**config.mk**
```make
export PLATFORM = sky130hd
export DESIGN_NAME = back_icon_rx_port
export DESIGN_NICKNAME = d
export VERILOG_FILES = /design/src/rtl/back_icon_rx_port_pkg.sv /design/src/rtl/back_icon_rx_fifo.sv /design/src/rtl/back_icon_rx_port.sv
export SDC_FILE = /design/constraint.sdc
export NUM_CORES = 1
export LEC_CHECK = 0
export BUFFER_PORTS_ARGS = -buffer_cell sky130_fd_sc_hd__buf_2
export CORE_UTILIZATION = 56
export DETAILED_ROUTE_END_ITERATION = 8
export HOLD_SLACK_MARGIN = 0.05
export PLACE_DENSITY = 0.82
export SYNTH_ARGS = -nofsm -noshare
export SYNTH_HDL_FRONTEND = slang
export SYNTH_SLANG_ARGS = --single-unit
export TNS_END_PERCENT = 50
```
**constraint.sdc**
```tcl
create_clock -name clk -period 3.85 [get_ports clk]
set_input_delay 0.1925 -clock clk [delete_from_list [all_inputs] [get_ports clk]]
set_output_delay 0.1925 -clock clk [all_outputs]
set_load 0.005 [all_outputs]
```
**src/rtl/back_icon_rx_port_pkg.sv**
```systemverilog
// Shared types for the icon receive path: EU addresses, receiver lists and
// the {src_addr, data} entry buffered by each receiver slot.
package back_icon_rx_port_pkg;

    localparam int unsigned EXEC_UNIT_ADDR_WIDTH = 4;
    localparam int unsigned NUM_ICON_RECEIVERS   = 8;
    localparam int unsigned ICON_DATA_WIDTH      = 32;

    typedef logic [EXEC_UNIT_ADDR_WIDTH-1:0] type_exec_unit_addr;
    typedef logic [NUM_ICON_RECEIVERS-1:0]   type_icon_receivers_list;

    typedef struct packed {
        type_exec_unit_addr          src_addr;
        logic [ICON_DATA_WIDTH-1:0]  data;
    } type_icon_rx_entry;

    localparam int unsigned ICON_RX_ENTRY_WIDTH = $bits(type_icon_rx_entry);

endpackage : back_icon_rx_port_pkg

```
**src/rtl/back_icon_rx_fifo.sv**
```systemverilog
// Synchronous FIFO with extra-MSB pointers; a pop in the same cycle frees a
// slot for a push when full. Pop while empty is ignored.
module back_icon_rx_fifo #(
    parameter int unsigned LOG2_DEPTH = 2,
    parameter int unsigned WIDTH      = 36
) (
    input  logic                  clk,
    input  logic                  reset_n,
    input  logic                  push_i,
    input  logic [WIDTH-1:0]      data_i,
    input  logic                  pop_i,
    output logic [WIDTH-1:0]      data_o,
    output logic                  full_o,
    output logic                  empty_o,
    output logic [LOG2_DEPTH:0]   count_o
);

    localparam int unsigned DEPTH = 1 << LOG2_DEPTH;
    localparam int unsigned PTR_W = LOG2_DEPTH + 1;

    logic [PTR_W-1:0]      wr_ptr_q, wr_ptr_d;
    logic [PTR_W-1:0]      rd_ptr_q, rd_ptr_d;
    logic [LOG2_DEPTH:0]   count_q, count_d;
    logic [WIDTH-1:0]      mem_q [DEPTH];
    logic                  do_push, do_pop;

    assign empty_o = (wr_ptr_q == rd_ptr_q);
    assign full_o  = (wr_ptr_q[PTR_W-1] != rd_ptr_q[PTR_W-1]) &&
                     (wr_ptr_q[LOG2_DEPTH-1:0] == rd_ptr_q[LOG2_DEPTH-1:0]);

    assign do_pop  = pop_i & ~empty_o;
    assign do_push = push_i & (~full_o | do_pop);

    always_comb begin
        wr_ptr_d = wr_ptr_q;
        rd_ptr_d = rd_ptr_q;
        count_d  = count_q;
        if (do_push) begin
            wr_ptr_d = wr_ptr_q + PTR_W'(1);
        end
        if (do_pop) begin
            rd_ptr_d = rd_ptr_q + PTR_W'(1);
        end
        unique case ({do_push, do_pop})
            2'b10:   count_d = count_q + (LOG2_DEPTH+1)'(1);
            2'b01:   count_d = count_q - (LOG2_DEPTH+1)'(1);
            default: count_d = count_q;
        endcase
    end

    always_ff @(posedge clk or negedge reset_n) begin
        if (!reset_n) begin
            wr_ptr_q <= '0;
            rd_ptr_q <= '0;
            count_q  <= '0;
        end else begin
            wr_ptr_q <= wr_ptr_d;
            rd_ptr_q <= rd_ptr_d;
            count_q  <= count_d;
        end
    end

    // Storage needs no reset: validity is tracked entirely by the pointers.
    always_ff @(posedge clk) begin
        if (do_push) begin
            mem_q[wr_ptr_q[LOG2_DEPTH-1:0]] <= data_i;
        end
    end

    assign data_o  = mem_q[rd_ptr_q[LOG2_DEPTH-1:0]];
    assign count_o = count_q;

endmodule : back_icon_rx_fifo

```
**src/rtl/back_icon_rx_port.sv**
```systemverilog
// Receive end of one icon receiver slot: picks one channel addressing this
// receiver per cycle, buffers its {src_addr, data} and returns a registered ack.
module back_icon_rx_port
    import back_icon_rx_port_pkg::*;
#(
    parameter int unsigned NUM_ICON_CHANNELS = 4,
    parameter int unsigned RECEIVER_IDX      = 0,
    parameter int unsigned LOG2_BUF_DEPTH    = 2,
    parameter int unsigned DATA_WIDTH        = ICON_DATA_WIDTH
) (
    input  logic                     clk,
    input  logic                     reset_n,
    input  type_exec_unit_addr       ch_src_addrs_i      [NUM_ICON_CHANNELS],
    input  logic [DATA_WIDTH-1:0]    ch_data_i           [NUM_ICON_CHANNELS],
    input  type_icon_receivers_list  ch_receiver_lists_i [NUM_ICON_CHANNELS],
    output logic [NUM_ICON_CHANNELS-1:0] ch_success_o,
    output type_icon_rx_entry        operand_o,
    output logic                     operand_valid_o,
    input  logic                     operand_ready_i,
    output logic [LOG2_BUF_DEPTH:0]  buf_count_o
);

    localparam int unsigned N    = NUM_ICON_CHANNELS;
    localparam int unsigned CH_W = (N > 1) ? $clog2(N) : 1;

    logic [N-1:0]       req_c;
    logic [N-1:0]       grant_c;
    logic [2*N-1:0]     req_rot_c;
    logic               grant_valid_c;
    logic [CH_W-1:0]    grant_idx_c;
    logic [CH_W:0]      idx_sum_c;
    logic [CH_W:0]      rr_inc_c;
    logic [CH_W-1:0]    rr_ptr_q, rr_ptr_d;
    logic [N-1:0]       success_q;
    logic [N-1:0]       ack_mask_q;

    logic               fifo_full, fifo_empty;
    logic               pop_c, can_accept_c;
    type_icon_rx_entry  push_entry_c;
    type_icon_rx_entry  fifo_head;
    logic               unused_list_bits;

    assign pop_c        = ~fifo_empty & operand_ready_i;
    assign can_accept_c = ~fifo_full | pop_c;

    // A channel just acked is masked for one cycle while its list is still stale.
    always_comb begin
        req_c            = '0;
        unused_list_bits = 1'b0;
        for (int ch = 0; ch < int'(N); ch++) begin
            req_c[ch]        = ch_receiver_lists_i[ch][RECEIVER_IDX] & ~ack_mask_q[ch];
            unused_list_bits = unused_list_bits ^ (^ch_receiver_lists_i[ch]);
        end
    end

    // Round-robin via double-width rotate: first set bit at or after rr_ptr.
    always_comb begin
        req_rot_c     = {req_c, req_c} >> rr_ptr_q;
        grant_valid_c = 1'b0;
        grant_idx_c   = '0;
        idx_sum_c     = '0;
        for (int i = 0; i < int'(N); i++) begin
            if (!grant_valid_c && req_rot_c[i]) begin
                grant_valid_c = 1'b1;
                idx_sum_c     = (CH_W+1)'(rr_ptr_q) + (CH_W+1)'(i);
                if (idx_sum_c >= (CH_W+1)'(N)) begin
                    idx_sum_c = idx_sum_c - (CH_W+1)'(N);
                end
                grant_idx_c   = idx_sum_c[CH_W-1:0];
            end
        end
        grant_valid_c = grant_valid_c & can_accept_c;
    end

    always_comb begin
        grant_c = '0;
        if (grant_valid_c) begin
            grant_c[grant_idx_c] = 1'b1;
        end
    end

    always_comb begin
        rr_ptr_d = rr_ptr_q;
        rr_inc_c = (CH_W+1)'(grant_idx_c) + (CH_W+1)'(1);
        if (rr_inc_c >= (CH_W+1)'(N)) begin
            rr_inc_c = '0;
        end
        if (grant_valid_c) begin
            rr_ptr_d = rr_inc_c[CH_W-1:0];
        end
    end

    always_comb begin
        push_entry_c          = '0;
        push_entry_c.src_addr = ch_src_addrs_i[grant_idx_c];
        push_entry_c.data     = ICON_DATA_WIDTH'(ch_data_i[grant_idx_c]);
    end

    back_icon_rx_fifo #(
        .LOG2_DEPTH (LOG2_BUF_DEPTH),
        .WIDTH      (ICON_RX_ENTRY_WIDTH)
    ) u_fifo (
        .clk     (clk),
        .reset_n (reset_n),
        .push_i  (grant_valid_c),
        .data_i  (push_entry_c),
        .pop_i   (pop_c),
        .data_o  (fifo_head),
        .full_o  (fifo_full),
        .empty_o (fifo_empty),
        .count_o (buf_count_o)
    );

    // Ack is registered to break any loop through the controller's success latch.
    always_ff @(posedge clk or negedge reset_n) begin
        if (!reset_n) begin
            rr_ptr_q   <= '0;
            success_q  <= '0;
            ack_mask_q <= '0;
        end else begin
            rr_ptr_q   <= rr_ptr_d;
            success_q  <= grant_c;
            ack_mask_q <= grant_c;
        end
    end

    assign ch_success_o    = success_q;
    assign operand_valid_o = ~fifo_empty;
    assign operand_o       = fifo_empty ? '0 : fifo_head;

endmodule : back_icon_rx_port
```
==> impl_results.md <==
- Status: complete, no violations
- Drc violations: 0
- Hold Startpoint: operand_ready_i
- LEAKAGE: 3.57 nW
- Total of max-cap violations: 0
- Clk slew on worst S/H paths: 60 ps
- Area delta synth->final: 20.0%
- Clock Skew: between 10 and 15 ps
- Vias in the first global route: around 5300
- Core Rows: 42
- Gr ovfl total: 0
- Vias per cell: 5.75
- Max-Slew Margin vs Limit: 31.8%
- Post-synthesis sequential area ratio: slightly above 60%
- CTS Sinks: 159
- Worst Hold Class: input pin to register
- Post-CTS sizing: 0
- Pre-Repair DR Iteration Count: 5
- CP max stage delay: ~700 ps
- Crit-path max FO: 57
- Post-DP HPWL: 10700 um
- Hold Violations, Final: 0
- Layout cells sized above 1: a little over two fifths
- Core area: 13300 um^2
- Crit path from: ack_mask_q[3]
- Die Wd: 119 um
- Cell family with the largest share of critical-path delay: simple AND/OR/NAND/NOR gates
- Synth top area share: 56.4%
- CP Launch Type: register
- Cts bufs inserted: 17
- WP data arrival: 2950 ps
- Routability cong.: just under 0.8
- First-pass GRT wire length: 26900 um
- CP max-delay cell: nand3_4
- Initial antenna violation count: 0
- Largest net degree at the start of global routing: 75
- Setup TNS: 0 ps
- Die area: ~14000 um^2
- Layout Nets: ~900
- Metal-1 WL: 6550 um
- Skew-Pair Late Insertion Delay: 420 ps
- Top cells by area, synth: edfxtp_1, mux4_2, nand2_1
- CTS tree: built
- Root buf cell: clkbuf_16
- Antenna diodes: 0
- I/O Pins: 223
- Initial Util: between 50 and 60%
- Most common cell after layout, fill and taps aside: buf_2
- Syn Std Cell Area: 7660 um^2
- Max Freq: between 300 and 400 MHz
- 1st-iter DRT viols: 330
- Setup Fix Bufs, Post-CTS: 0
- Worst path bufs/invs: 1
- Required time worst endpoint: 3910 ps
- Slew at the pin closest to its max-slew limit: 1020 ps
- Post-layout util: 69.2%
- Post-Route WL: 17200 um
- Met3 WL: 909 um
- H-tree levels: 4
- Final worst path period need: just under 3000 ps
- Pins Over Slew Limit: 0
- Port Buffers: 194
- Post-route antenna net violation count: 0
- Crit path cell chain: nand2b_1, o21ai_0, nand3_4, buf_4, a21oi_2, a32oi_1
- Final Cycle Share: 75.0%
- Syn Nets: 713
- Pwr Density: 1030 nW/um^2
- Critical Setup Path Class: register to register
- Reg2reg start: ack_mask_q[3]
- Crit end category: register
- Commonest non-fill, non-tap cells in the layout: buf_2, edfxtp_1, nand2_1
- Final setup fails: 0
- # fillers: 900
- Vias after detailed routing: about 5000
- DR top layer: met4
- Yosys warns: 0
- CTS max path bufs: 2
- GRT Total Usage: 25.5%
- RSZ-0062 raised after global routing: false
- Post-Syn Instances: roughly 520
- Area leader, netlist: edfxtp_1
- Syn Area/Cell: 14.7 um^2
- Max IR drop VDD: around 0.51 mV
- Height of the die: 119 um
- Drt wl/cell: between 15 and 20 um
- Number of library cell types mapped by synthesis: 38
- Number of synthesized register bits: 159
- Met2 wire len: 9340 um
## worst min-delay path: stages
cell	delay (ps)
buf_2	120
nand3_1	90
xnor2_1	60
## layer usage
metal | up-vias | global-route usage (%)
met5 | - | 0
met1 | 2543 | 29.3
met3 | 36 | 4.65
met4 | 0 | 10.8
li1 | 2349 | -
met2 | 217 | 46.5
## metrics by stage
step	instances	hold WS [ps]	setup slack [ps]	instance area [um^2]	total power, mW
floorplan	523	-103	1290	7660	6.62
global placement	862	110	1210	8590	7.54
detailed placement	862	120	1020	8590	7.79
CTS	895	71.6	1000	9200	9.53
global route	895	114	720	9200	10.0
finish	895	93.2	961	9200	9.47
## final cells by class
type | count | area, um^2 | area share (%)
Clock inverter | 15 | 174 | 1.89
Tap cell | 176 | 220 | 2.39
Sequential cell | 159 | 4700 | 51.1
Inverter | 9 | 41.3 | 0.449
Clock buffer | 17 | 425 | 4.63
Multi-Input combinational cell | 318 | 2610 | 28.3
Timing Repair Buffer | 201 | 1030 | 11.2
## cells in the mapped netlist
cell,number
buf_6,6
buf_8,1
buf_12,7
nor2_1,4
inv_1,8
inv_8,1
clkbuf_1,8
buf_4,4
ha_1,10
dfrtp_1,15
nor2b_1,2
and2_1,45
nand2b_1,3
nand3b_1,1
a32oi_1,37
mux4_2,36
nor4b_2,1
a311o_1,1
a21oi_2,33
o21ai_0,4
a21oi_1,3
nor3_1,2
o21ba_1,1
and2b_1,1
buf_2,9
a41oi_1,1
xor2_1,6
edfxtp_1,144
buf_1,2
a31oi_1,2
mux2i_1,1
fa_1,1
xnor2_1,4
nor3b_1,2
and2_4,1
nand2_1,111
mux2_2,2
nand3_1,3
## timing repair
item	in CTS	in global routing
endpoints found under the hold margin	15	0
endpoints found under the setup margin	0	0
hold buffers	1	0
## cell families (layout without fill, tap and decap cells)
kind of cell / Yosys count / count (layout) / synth area share, %
mux: 39 / 39 / 11.0
compound gates: 82 / 82 / 8.99
flops: 159 / 159 / 61.3
xor+xnor: 10 / 10 / 1.14
simple gates: 176 / 176 / 10.7
buf+inv: 46 / 242 / 4.91
fa+ha+maj: 11 / 11 / 1.89
## worst paths after layout
path,end,slack [ps],depth (start not counted)
max reg2reg,u_fifo.mem_q[0][13],960,6
min reg2reg,u_fifo.count_o[2],470,1
min,u_fifo.rd_ptr_q[2],90,3
max,u_fifo.mem_q[0][13],960,6
max in group asynchronous,u_fifo.rd_ptr_q[0],3330,2
min in group asynchronous,ack_mask_q[1],230,2
## sequential cells by signal, summed over array words and instances, names as in the netlist
| signal | cells |
|---|---|
| u_fifo.mem_q | 144 |
| ack_mask_q | 4 |
| u_fifo.count_o | 3 |
| u_fifo.rd_ptr_q | 3 |
| u_fifo.wr_ptr_q | 3 |
| rr_ptr_q | 2 |
## power breakdown
part	switching, mW	leakage [nW]	total (mW)	internal (mW)
Sequential	0.273	1.52	3.56	3.28
Combinational	2.48	1.76	4.22	1.74
Clock	0.713	0.295	1.69	0.977
(Power assumes the default switching activity.)
